==> config.mk <==
export PLATFORM = sky130hd
export DESIGN_NAME = gmux_qen_seq
export DESIGN_NICKNAME = d
export VERILOG_FILES = /design/src/rtl/gmux_qen_seq.sv
export SDC_FILE = /design/constraint.sdc
export NUM_CORES = 1
export LEC_CHECK = 0
export ABC_AREA = 0
export CAP_MARGIN = 5
export CORE_MARGIN = 3
export CORE_UTILIZATION = 40
export CTS_BUF_LIST = sky130_fd_sc_hd__clkbuf_16
export DETAILED_ROUTE_END_ITERATION = 7
export DONT_BUFFER_PORTS = 1
export PLACE_DENSITY = 0.64
export SLEW_MARGIN = 20
export SYNTH_ARGS = -nofsm -noshare
export SYNTH_HDL_FRONTEND = slang
export SYNTH_SLANG_ARGS = --single-unit
==> constraint.sdc <==
create_clock -name CLK -period 2.3 [get_ports CLK]
set_input_delay 0.46 -clock CLK [delete_from_list [all_inputs] [get_ports CLK]]
set_output_delay 0.46 -clock CLK [all_outputs]
set_load 0.01 [all_outputs]
==> src/rtl/gmux_qen_seq.sv <==
// Quadrant enable sequencer for the global clock mux.
// Turns a requested 4-quadrant enable mask into a paced DEN/DYNEN/VLP
// sequence: disable, settle, drop into low power, wake, then enable the
// new quadrants one at a time to limit di/dt and avoid runt clocks.
module gmux_qen_seq #(
  parameter int unsigned SETTLE_CYCLES  = 4,
  parameter int unsigned WAKE_CYCLES    = 8,
  parameter int unsigned STAGGER_CYCLES = 2,
  parameter int unsigned LP_EN          = 1
) (
  input  logic       CLK,
  input  logic       RST,
  input  logic [3:0] REQ_EN,
  input  logic       REQ_VALID,
  output logic       REQ_READY,
  output logic [3:0] DEN,
  output logic [3:0] DYNEN,
  output logic [3:0] VLP,
  output logic       BUSY,
  output logic       DONE
);

  localparam int unsigned MAX_SW = (SETTLE_CYCLES > WAKE_CYCLES) ? SETTLE_CYCLES : WAKE_CYCLES;
  localparam int unsigned MAX_C  = (MAX_SW > STAGGER_CYCLES) ? MAX_SW : STAGGER_CYCLES;
  localparam int unsigned CW     = (MAX_C < 2) ? 1 : $clog2(MAX_C);

  localparam logic [CW-1:0] SETTLE_LD = CW'(SETTLE_CYCLES - 1);
  localparam logic [CW-1:0] WAKE_LD   = CW'(WAKE_CYCLES - 1);
  localparam logic [CW-1:0] STAG_LD   = CW'(STAGGER_CYCLES - 1);
  localparam logic [3:0]    VLP_RST   = (LP_EN != 0) ? 4'hF : 4'h0;

  typedef enum logic [2:0] {
    S_INIT, S_IDLE, S_DIS, S_SETTLE, S_WAKE, S_EN, S_DONE
  } state_t;

  state_t        state_q, state_d;
  logic [3:0]    den_q, den_d;
  logic [3:0]    dynen_q, dynen_d;
  logic [3:0]    vlp_q, vlp_d;
  logic [3:0]    c_q, c_d;
  logic [3:0]    t_q, t_d;
  logic [3:0]    off_q, off_d;
  logic [3:0]    on_q, on_d;
  logic [CW-1:0] cnt_q, cnt_d;
  logic          done_q, done_d;

  // Phase that follows the disable/settle part: wake only quadrants still in
  // low power, enable if anything is pending, otherwise finish.
  function automatic state_t after_off(input logic [3:0] on, input logic [3:0] vlp);
    if ((on & vlp) != 4'b0)  return S_WAKE;
    else if (on != 4'b0)     return S_EN;
    else                     return S_DONE;
  endfunction

  // State register.
  always_ff @(posedge CLK or posedge RST) begin
    if (RST) state_q <= S_INIT;
    else     state_q <= state_d;
  end

  // Next state and next datapath values for each phase.
  always_comb begin
    logic [3:0] off_w, on_w, lsb, pend;
    state_d = state_q;
    den_d   = den_q;
    dynen_d = dynen_q;
    vlp_d   = vlp_q;
    c_d     = c_q;
    t_d     = t_q;
    off_d   = off_q;
    on_d    = on_q;
    cnt_d   = cnt_q;
    done_d  = 1'b0;
    off_w   = c_q & ~REQ_EN;
    on_w    = REQ_EN & ~c_q;
    lsb     = on_q & (~on_q + 4'd1);
    pend    = on_q;

    case (state_q)
      S_INIT: begin
        dynen_d = 4'hF;
        state_d = S_IDLE;
      end
      S_IDLE: begin
        if (REQ_VALID) begin
          t_d   = REQ_EN;
          off_d = off_w;
          on_d  = on_w;
          if (off_w != 4'b0) state_d = S_DIS;
          else               state_d = after_off(on_w, vlp_q);
        end
      end
      S_DIS: begin
        den_d   = den_q & ~off_q;
        state_d = S_SETTLE;
      end
      S_SETTLE: begin
        if (cnt_q == '0) begin
          if (LP_EN != 0) vlp_d = vlp_q | off_q;
          state_d = after_off(on_q, vlp_q);
        end else begin
          cnt_d = cnt_q - CW'(1);
        end
      end
      S_WAKE: begin
        if (cnt_q == WAKE_LD) vlp_d = vlp_q & ~on_q;
        if (cnt_q == '0) state_d = S_EN;
        else             cnt_d   = cnt_q - CW'(1);
      end
      S_EN: begin
        // Slot start raises the lowest pending bit; slot end either reloads
        // for the next bit or finishes once nothing is pending.
        if (cnt_q == STAG_LD) begin
          den_d = den_q | lsb;
          pend  = on_q & ~lsb;
          on_d  = pend;
        end
        if (cnt_q == '0) begin
          if (pend == 4'b0) state_d = S_DONE;
          else              cnt_d   = STAG_LD;
        end else begin
          cnt_d = cnt_q - CW'(1);
        end
      end
      S_DONE: begin
        done_d  = 1'b1;
        c_d     = t_q;
        state_d = S_IDLE;
      end
      default: state_d = S_INIT;
    endcase

    // Counters load on entry to a timed phase.
    if (state_d != state_q) begin
      case (state_d)
        S_SETTLE: cnt_d = SETTLE_LD;
        S_WAKE:   cnt_d = WAKE_LD;
        S_EN:     cnt_d = STAG_LD;
        default:  cnt_d = '0;
      endcase
    end
  end

  // Datapath registers.
  always_ff @(posedge CLK or posedge RST) begin
    if (RST) begin
      den_q   <= '0;
      dynen_q <= '0;
      vlp_q   <= VLP_RST;
      c_q     <= '0;
      t_q     <= '0;
      off_q   <= '0;
      on_q    <= '0;
      cnt_q   <= '0;
      done_q  <= 1'b0;
    end else begin
      den_q   <= den_d;
      dynen_q <= dynen_d;
      vlp_q   <= vlp_d;
      c_q     <= c_d;
      t_q     <= t_d;
      off_q   <= off_d;
      on_q    <= on_d;
      cnt_q   <= cnt_d;
      done_q  <= done_d;
    end
  end

  assign REQ_READY = (state_q == S_IDLE);
  assign BUSY      = (state_q != S_IDLE);
  assign DONE      = done_q;
  assign DEN       = den_q;
  assign DYNEN     = dynen_q;
  assign VLP       = vlp_q;

endmodule

== Word-level counts from Yosys, hierarchy flattened ==
Index checks and enable logic that the tools add are counted.
W data, S select, Z words.

* Bitwise gates (word level): 15
* Add/sub/neg operators: 2
* Equal/unequal tests: 19
* Reduce and logical (&&, ||, !) cells: 19
* Mux-type cells: 27

{| class="wikitable"
|+ Operator list
! operator !! number
|-
| $and A4 B4 Y4 || 8
|-
| $mux W3 || 10
|-
| $mux W4 || 6
|-
| $pmux W4 S2 || 3
|-
| $not A4 Y4 || 5
|-
| $reduce_bool A4 Y1 || 5
|-
| $eq A3 B3 Y1 const B || 6
|-
| $pmux W3 S6 || 1
|-
| $eq A3 B2 Y1 const B || 3
|-
| $pmux W3 S3 || 1
|-
| $mux W2 || 4
|-
| $ne A2 B2 Y1 const B || 4
|-
| $or A4 B4 Y4 || 2
|-
| $eq A3 B1 Y1 const B || 2
|-
| $logic_not A3 Y1 || 2
|-
| $pmux W3 S2 || 1
|-
| $reduce_and A2 Y1 || 3
|-
| $reduce_and A3 Y1 || 2
|-
| $reduce_bool A2 Y1 || 3
|-
| $add A4 B1 Y4 const B || 1
|-
| $logic_not A4 Y1 || 1
|-
| $ne A4 B4 Y1 const B || 1
|-
| $reduce_or A2 Y1 || 2
|-
| $ne A3 B1 Y1 const B || 1
|-
| 5 further kinds || 5
|}

* Register bits after elaboration: 32
* Bits of input ports: 7
* Output and inout bits: 15

== Depth between registers and ports, before layout ==
Gate-level depths: netlist of the first run.

* Depth in word-level cells: 14
* Gate-level depth with buffers: 9
* Gate-level depth less buffers: 8

== Worst setup path after synthesis of the first run ==
Ideal clock, no wire load.

* Path kind: reg-to-reg
* Start: register cnt_q[0]
* End: register cnt_q[1]
* Data required time: 2218 ps
* Path buffers: 1
* Arrival: 1887 ps
* Clock period less this slack: 1969 ps
* Cell stages (with the launch flop): 10
* Setup slack: 331 ps
* Library setup time: 82 ps
* Cells stage by stage: dfrtp_1 > inv_1 > ha_1 > nor2b_1 > and2_4 > buf_6 > a211o_4 > nand4b_1 > or3b_1 > a31oi_1

* Cells in the longest elaborated chain, start to end: 10
* Elaborated cells between the ends (all ways): 24
* Those cells by class: add/sub: 1; eq/ne: 7; mux: 12; reduce/logical: 4

{| class="wikitable"
|+ RTL lines
! what !! RTL line !! source
|-
| from (decl) || 44 || <nowiki>logic [CW-1:0] cnt_q, cnt_d;</nowiki>
|-
| from (signal assigned) || 164 || <nowiki>cnt_q <= cnt_d;</nowiki>
|-
| $eq A3 B1 Y1 || 113 || <nowiki>if (cnt_q == STAG_LD) begin</nowiki>
|-
| $mux W4 || n/a ||
|-
| $mux W4 || 79 || <nowiki>case (state_q)</nowiki>
|-
| $logic_not A4 Y1 || 119 || <nowiki>if (pend == 4'b0) state_d = S_DONE;</nowiki>
|-
| $mux W3 || 119 ||
|-
| $mux W3 || 118 || <nowiki>if (cnt_q == '0) begin</nowiki>
|-
| $pmux W3 S6 * || 79 ||
|-
| named net state_d[2] || 36 || <nowiki>state_t state_q, state_d;</nowiki>
|-
| $ne A3 B3 Y1, or another cell as far along || 134 || <nowiki>if (state_d != state_q) begin</nowiki>
|-
| $ne A4 B4 Y1 (no line), or another cell as far along || n/a ||
|-
| $reduce_and A3 Y1 (no line) / $mux W3 (equally long branches) || n/a ||
|}

The timed path passes the listed nets; every way through them passes the cells marked *. The select of a mux whose other input is x is not followed.
A chain may end at the register's enable or synchronous reset.

== Worst setup path after layout of the first run ==
* Start: register cnt_q[1]
* End: register cnt_q[1]

* Cells in the longest elaborated chain, start to end: 10
* Elaborated cells between the ends (all ways): 24
* Those cells by class: add/sub: 1; eq/ne: 7; mux: 12; reduce/logical: 4

{| class="wikitable"
|+ RTL lines
! what !! RTL line
|-
| $eq A3 B1 Y1 || 113
|-
| $mux W4 || n/a
|-
| $mux W4 || 79
|-
| $logic_not A4 Y1 || 119
|-
| $mux W3 || 119
|-
| $mux W3 || 118
|-
| $pmux W3 S6 || 79
|-
| $ne A3 B3 Y1, or another cell as far along || 134
|-
| $ne A4 B4 Y1 (no line), or another cell as far along || n/a
|-
| $reduce_and A3 Y1 (no line) / $mux W3 (equally long branches) || n/a
|}

Several ways; a longest one is shown, not always the timed one. The select of a mux whose other input is x is not followed.

==> summary.md, run 1 <==
| Metric | Value |
|---|---|
| Starting Density | 0.420 |
| Number of DRC markers in iteration 0 | 82 |
| Routed vias/inst | 5.69 |
| Total Power | 3030 uW |
| Clock skew | 0.00393 ns |
| Synth top area cells | dfrtp_1 38%, nand2_1 6.1%, dfstp_2 5.7% |
| MaxCap Viol Count | 0 |
| Core ar. | between 4000 and 5000 um^2 |
| Post-Syn Area per Cell | between 9 and 10 um^2 |
| Least-Margin Pin Slew | 0.475 ns |
| Pwr dens | 1470 nW/um^2 |
| IO Count | 22 |
| Multi-input gate area | 960 um^2 |
| WL met2 | 2020 um |
| RSZ-0062 raised after global routing | no |
| Post-synth ARST share | 1.00 |
| Die Ht | 74.1 um |
| Sum Neg Setup Slack | 0 ns |
| Share of layout cells above drive strength 1 | 0.192 |
| Type of the tightest min-delay check | input port to async pin |
| Max Root-Sink Buffers | 2 |
| Register bit total from synthesis | 32 |
| Initial antenna violation count | 0 |
| Antenna cells | 0 |
| Met1 wire length | 1940 um |
| Clk Latency, worst-skew pair | 0.27 ns |
| Most instantiated library cell after synthesis | nand2_1 |
| WL met3 | 200 um |
| Top FF cell, synth | dfrtp_1 |
| Max Slew Vio Count | 0 |
| Top-area cell type share of the netlist area | 0.378 |
| HPWL Detailed | 3140 um |
| Cell area after synthesis | 1860 um^2 |
| WHS | 0.154 ns |
| Synthesis Warnings | 0 |
| WL per Instance | about 17 um |
| Worst EP arrival | 2.32 ns |
| Crit path max fanout | 5 |
| Post-route cell area | 2060 um^2 |
| H-tree depth | 2 |
| CP Class | register to register |
| Routed via count | 1422 |
| R2R Setup Slk | about 0.17 ns |
| Top sig layer | met4 |
| First-pass GRT wire length | between 6000 and 7000 um |
| Hold Fails Final Rpt | 0 |
| Fmax | 471 MHz |
| Reg2reg end | cnt_q[1] |
| Clk sinks | 32 |
| Die width | 74.1 um |
| Period Utilization, post-route | 0.924 |
| Worst setup EP type | register |
| Post-synth EDFFs | 0 |
| Antenna viol nets, final | 0 |
| Vias in the first global route | 1358 |
| # DRC | 0 |
| Crit path required time | 2.49 ns |
| Number of port buffers | 0 |
| Synth-to-Final Area Change | 10.9% |
| Peak supply drop | 0.578 mV |
| Drt first pass iters | 4 |
| Top cells by count, synth | 30 x nand2_1, 28 x dfrtp_1, 16 x o21ai_0 |
| Grt ovf | 0 |
| Routability Congestion | slightly below 0.9 |
| Register area | a little over 800 um^2 |
| Hold_buf cts | 0 |
| CTS tree | built |
| Status | finished, final reports clean |
| Placed cell area | approximately 1900 um^2 |
| Syn_nets | approximately 210 |
| R2r startpoint | cnt_q[1] |
| Num CTS Buffers | 5 |
| FILL cells | 413 |
| Worst-case reg-to-reg path depth | 8 |
| Layout Nets | roughly 210 |
| Clk slew on worst S/H paths | 0.05 ns |
| Row Count | 24 |
| WL final | roughly 4200 um |
| Largest net degree at the start of global routing | 33 |
| Setup Viol. Count Final | 0 |
| Die area | 5490 um^2 |
| Register area share after synthesis | 0.434 |
| Yosys cell types | 50 |
| Root Driver | clkbuf_16 |
| Syn Inst Count | just under 200 |
| Top cell type by total area after synthesis | dfrtp_1 |
| Startpoint Class | register |
| Leak | about 0.00089 uW |
| Slew Limit Headroom | 0.680 |
| GRT Resource Usage Total | 0.165 |
| Post-layout min period | 2.13 ns |
[registers in the layout, summed over array words and instances (netlist names)]
name,flops
DEN,4
VLP,4
c_q,4
off_q,4
on_q,4
t_q,4
cnt_q,3
state_q,3
DONE,1
DYNEN,1
[power breakdown]
part | leakage, uW | switching, uW | internal, uW
registers | 0.000397 | 272 | 784
logic | 0.000415 | 693 | 533
clock network | 0.0000798 | 240 | 508
total | 0.000892 | 1210 | 1830
[stage by stage]
step           std cells  worst slack (ns)   util
2_1_floorplan        198             0.331      -
3_3_place_gp         242             0.127  0.424
3_5_place_dp         242            0.0635  0.424
4_1_cts              250            0.0425  0.462
5_1_grt              250            0.0386  0.466
6_report             250             0.175  0.466
[cell families (layout without fill, tap and decap cells)]
kind of cell,Yosys count,count (layout),synth area share
AO/OA/AOI/OAI,49,49,0.184
buffers and inverters,20,20,0.0580
AND/OR/NAND/NOR,87,87,0.262
flip-flops,32,32,0.434
adder cells (fa/ha/maj),4,4,0.0270
multiplexers,6,6,0.0351
[worst max path at each step]
stage,cells after the start,endpoint,start
floorplan,9,cnt_q[1],cnt_q[0]
global placement,8,cnt_q[1],cnt_q[1]
detailed placement,8,cnt_q[1],cnt_q[1]
CTS,8,cnt_q[1],cnt_q[1]
global route,8,cnt_q[1],cnt_q[0]
finish,8,cnt_q[1],cnt_q[1]
[cells in the final DEF, fill, tap and decap left out, types with 2 or more instances in the layout]
master / instances
a211oi_2: 2
a21oi_1: 10
a22o_1: 2
a22oi_1: 4
a31oi_1: 4
and2_1: 2
and4_1: 2
buf_4: 4
clkbuf_16: 5
dfrtp_1: 28
dfstp_2: 4
ha_1: 4
inv_1: 8
mux2_2: 4
mux2i_1: 2
nand2_1: 30
nand2b_1: 8
nand3_1: 5
nand4_1: 2
nor2_1: 10
nor2b_1: 5
nor2b_4: 2
nor3_1: 4
nor3b_1: 3
nor3b_2: 2
o21ai_0: 16
o21ai_2: 2
[critical path: stages (launching register included)]
cell and delay, ns:
dfrtp_1 0.38, inv_1 0.09, ha_1 0.22, nand2b_1 0.16
a211oi_2 0.29, or3_4 0.20, nand4b_1 0.10, or3b_1 0.41
a31oi_1 0.18
[per-layer routing]
metal,global-route usage,vias to the layer above
met1,0.213,680
met2,0.270,44
li1,-,694
met3,0.0459,4
met5,0,-
met4,0.0483,0
[area by class of cell]
class | count | area share
multi-input combinational | 146 | 0.466
timing repair buffer | 4 | 0.0146
tap | 52 | 0.0316
clock buffer | 5 | 0.0608
sequential | 32 | 0.391
clock inverter | 3 | 0.0207
inverter | 8 | 0.0146
[what timing repair did]
| action | 4_1_cts | 5_1_grt |
|---|---|---|
| setup endpoints to repair | 0 | 2 |
| resized for setup | 0 | 4 |
| setup buffers | 0 | 0 |
Note: power is estimated with default switching activity, not from simulation.
==> inputs of run 2 (changes only) <==
--- a/config.mk
+++ b/config.mk
@@ -12,8 +12,10 @@
 export CTS_BUF_LIST = sky130_fd_sc_hd__clkbuf_16
 export DETAILED_ROUTE_END_ITERATION = 7
 export DONT_BUFFER_PORTS = 1
+export GPL_ROUTABILITY_DRIVEN = 0
 export PLACE_DENSITY = 0.64
 export SLEW_MARGIN = 20
 export SYNTH_ARGS = -nofsm -noshare
 export SYNTH_HDL_FRONTEND = slang
 export SYNTH_SLANG_ARGS = --single-unit
+export TNS_END_PERCENT = 5
==> results of run 2 <==
The final DEF is identical to that of run 1; final timing and power are the same.
==> inputs of run 3 (changes only) <==
--- a/config.mk
+++ b/config.mk
@@ -7,13 +7,13 @@
 export LEC_CHECK = 0
 export ABC_AREA = 0
 export CAP_MARGIN = 5
-export CORE_MARGIN = 3
+export CORE_ASPECT_RATIO = 0.9
+export CORE_MARGIN = 5
 export CORE_UTILIZATION = 40
 export CTS_BUF_LIST = sky130_fd_sc_hd__clkbuf_16
 export DETAILED_ROUTE_END_ITERATION = 7
 export DONT_BUFFER_PORTS = 1
 export GPL_ROUTABILITY_DRIVEN = 0
-export PLACE_DENSITY = 0.64
 export SLEW_MARGIN = 20
 export SYNTH_ARGS = -nofsm -noshare
 export SYNTH_HDL_FRONTEND = slang
==> run 3 against run 2 <==
  * Clock skew shrank 0.00087 ns
  * Critical path depth is the same
  * Sequential power is essentially flat
  * Utilization shrank 0.82 points
  * Largest power group unchanged
  * Sequential share of layout area grew 0.29 points
  * Final cell count grew 4.4%
  * Sequential cell count is the same
  * Setup slack lost 0.039 ns
  * Clock power shrank 18%
  * Combinational power is essentially flat
  * Die area grew 11%
  * Critical path type unchanged
  * Highest routed layer unchanged
  * Register-to-register slack lost 0.04 ns
==> summary.md, run 3 (synthesis results as in run 1) <==
| Metric | Value |
|---|---|
| Startpoint Class | register (unchanged) |
| Commonest non-fill, non-tap cells in the layout | 30 x nand2_1, 28 x dfrtp_1, 16 x o21ai_0 (unchanged) |
| Clk slew on worst S/H paths | 0.05 ns (about the same) |
| Postcts setup bufs | 0 (unchanged) |
| Type of the tightest min-delay check | input port to async pin (unchanged) |
| Placed cell area | 1890 um^2 (was 1870 um^2) |
| Critical Path, Cell by Cell | inv_1 > ha_1 > nand2b_1 > a211oi_1 > or3_1 > nand4b_1 > or3b_1 > a31oi_1 (was inv_1 > ha_1 > nand2b_1 > a211oi_2 > or3_4 > nand4b_1 > or3b_1 > a31oi_1) |
| Post-layout min period | 2.16 ns (was 2.13 ns) |
| Crit path required time | 2.49 ns (about the same) |
| Worst EP arrival | 2.36 ns (was 2.32 ns) |
| Max Slew Vio Count | 0 (unchanged) |
| Worst-case reg-to-reg path depth | 8 (unchanged) |
| # DRC | 0 (unchanged) |
| Top delay family on crit path | simple AND/OR/NAND/NOR gates (unchanged) |
| H-tree depth | 2 (unchanged) |
| Hold Fails Final Rpt | 0 (unchanged) |
| R2r startpoint | cnt_q[1] (unchanged) |
| Reg2reg end | cnt_q[1] (unchanged) |
| Pwr dens | 1420 nW/um^2 (was 1470 nW/um^2) |
| Met1 usage | 0.188 (was 0.213) |
| WL per Instance | 16.0 um (was 16.8 um) |
| R2R Setup Slk | 0.14 ns (was 0.17 ns) |
| Status | finished, final reports clean (unchanged) |
| Vias in the first global route | 1439 (was 1358) |
| Core ar. | 4460 um^2 (was 4410 um^2) |
| Initial antenna violation count | 0 (unchanged) |
| MaxCap Viol Count | 0 (unchanged) |
| Root Driver | clkbuf_16 (unchanged) |
| Drt first pass iters | 5 (was 4) |
| Worst path max stage delay | 0.41 ns (about the same) |
| Clock skew | 0.00306 ns (was 0.00393 ns) |
| Final Util | 0.458 (was 0.466) |
| Clk sinks | 32 (unchanged) |
| Row Count | 23 (was 24) |
| WL final | 4170 um (was 4200 um) |
| GR Util met2 | 0.249 (was 0.270) |
| Grt met3 use | 0.0550 (was 0.0459) |
| HPWL Detailed | 3210 um (was 3140 um) |
| Num CTS Buffers | 5 (unchanged) |
| Slew Limit Headroom | 0.661 (was 0.680) |
| Commonest non-fill, non-tap cell in the layout | nand2_1 (unchanged) |
| Crit path max fanout | 5 (unchanged) |
| Starting Density | 0.416 (was 0.420) |
| Critical path's slowest cell | or3b_1 (unchanged) |
| IO Count | 22 (unchanged) |
| Largest net degree at the start of global routing | 21 (was 33) |
| Final Non-Filler Cells | 261 (was 250) |
| Routed via count | 1464 (was 1422) |
| Die Ht | 74.6 um (was 74.1 um) |
| Antenna cells | 0 (unchanged) |
| Cts repair resizes | 0 (unchanged) |
| Share of layout cells above drive strength 1 | 0.181 (was 0.192) |
| First-pass GRT wire length | 7010 um (was 6890 um) |
| WHS | 0.0940 ns (was 0.154 ns) |
| Setup Viol. Count Final | 0 (unchanged) |
| Die area | 6100 um^2 (was 5490 um^2) |
| Routed vias/inst | 5.61 (was 5.69) |
| Worst setup EP type | register (unchanged) |
| Bufs and invs on worst path | 1 (unchanged) |
| Max Root-Sink Buffers | 2 (unchanged) |
| Leak | 0.000891 uW (was 0.000892 uW) |
| Clk Latency, worst-skew pair | 0.27 ns (about the same) |
| Antenna viol nets, final | 0 (unchanged) |
| GRT busiest layer | met2 (unchanged) |
| Layout Nets | 209 (was 208) |
| Number of DRC markers in iteration 0 | 79 (was 82) |
| Period Utilization, post-route | 0.941 (was 0.924) |
| CTS tree | built (unchanged) |
| Least-Margin Pin Slew | 0.508 ns (was 0.475 ns) |
| Synth-to-Final Area Change | 10.1% (was 10.9%) |
| CP Class | register to register (unchanged) |
| GRT Resource Usage Total | 0.154 (was 0.165) |
| Number of port buffers | 0 (unchanged) |
| Fmax | 462 MHz (was 471 MHz) |
| Placed cells | 253 (was 242) |
| Grt ovf | 0 (unchanged) |
| Peak supply drop | 0.433 mV (was 0.578 mV) |
| Post-route cell area | 2040 um^2 (was 2060 um^2) |
| Sum Neg Setup Slack | 0 ns (unchanged) |
| Die width | 81.8 um (was 74.1 um) |
| RSZ-0062 raised after global routing | no (unchanged) |
| Hold_buf cts | 0 (unchanged) |
==> run 3: how the worst max path moves through the flow <==
stage	endpoint	startpoint	slack, ns	depth (start not counted)
after global routing	cnt_q[1]	cnt_q[1]	0.004	8
after detailed placement	cnt_q[1]	cnt_q[0]	0.08	8
after global placement	cnt_q[1]	cnt_q[0]	0.20	8
final	cnt_q[1]	cnt_q[1]	0.14	8
after floorplan	cnt_q[1]	cnt_q[0]	0.33	9
after CTS	cnt_q[1]	cnt_q[0]	0.04	8
==> run 3: through the flow <==
stage	power, uW	setup WS, ns
floorplan	1980	0.331
global placement	2230	0.202
detailed placement	2250	0.0785
CTS	2880	0.0424
global route	3110	0.00416
finish	2900	0.136
==> run 3: per-layer routing <==
layer | vias to the layer above | wire length [um]
li1 | 696 | -
met1 | 709 | 1810
met2 | 52 | 2000
met3 | 7 | 291
met4 | 0 | 79
met5 | - | 0
==> run 3: worst reg2reg max path: cells and delay by family, from the launching register on <==
| family | cells | cell delay (ns) |
|---|---|---|
| DFF | 1 | 0.36 |
| buffers and inverters | 1 | 0.08 |
| adders and majority gates | 1 | 0.22 |
| and+or+nand+nor | 4 | 0.94 |
| AOI/OAI and AO/OA | 2 | 0.48 |
==> run 3: area by class of cell <==
type	count	area, um^2
inverters	8	30.0
flip-flops and latches	32	806
clock buffers	5	125
repair buffers	5	37.5
multi-input cells	146	955
well taps	62	77.6
clock inverters	3	12.5
fillers	408	2420
==> run 3: power by group <==
| group | internal [uW] | switching (uW) | total (uW) |
|---|---|---|---|
| combinational | 546 | 690 | 1240 |
| sequential | 785 | 269 | 1050 |
| clock | 390 | 221 | 610 |
| total | 1720 | 1180 | 2900 |
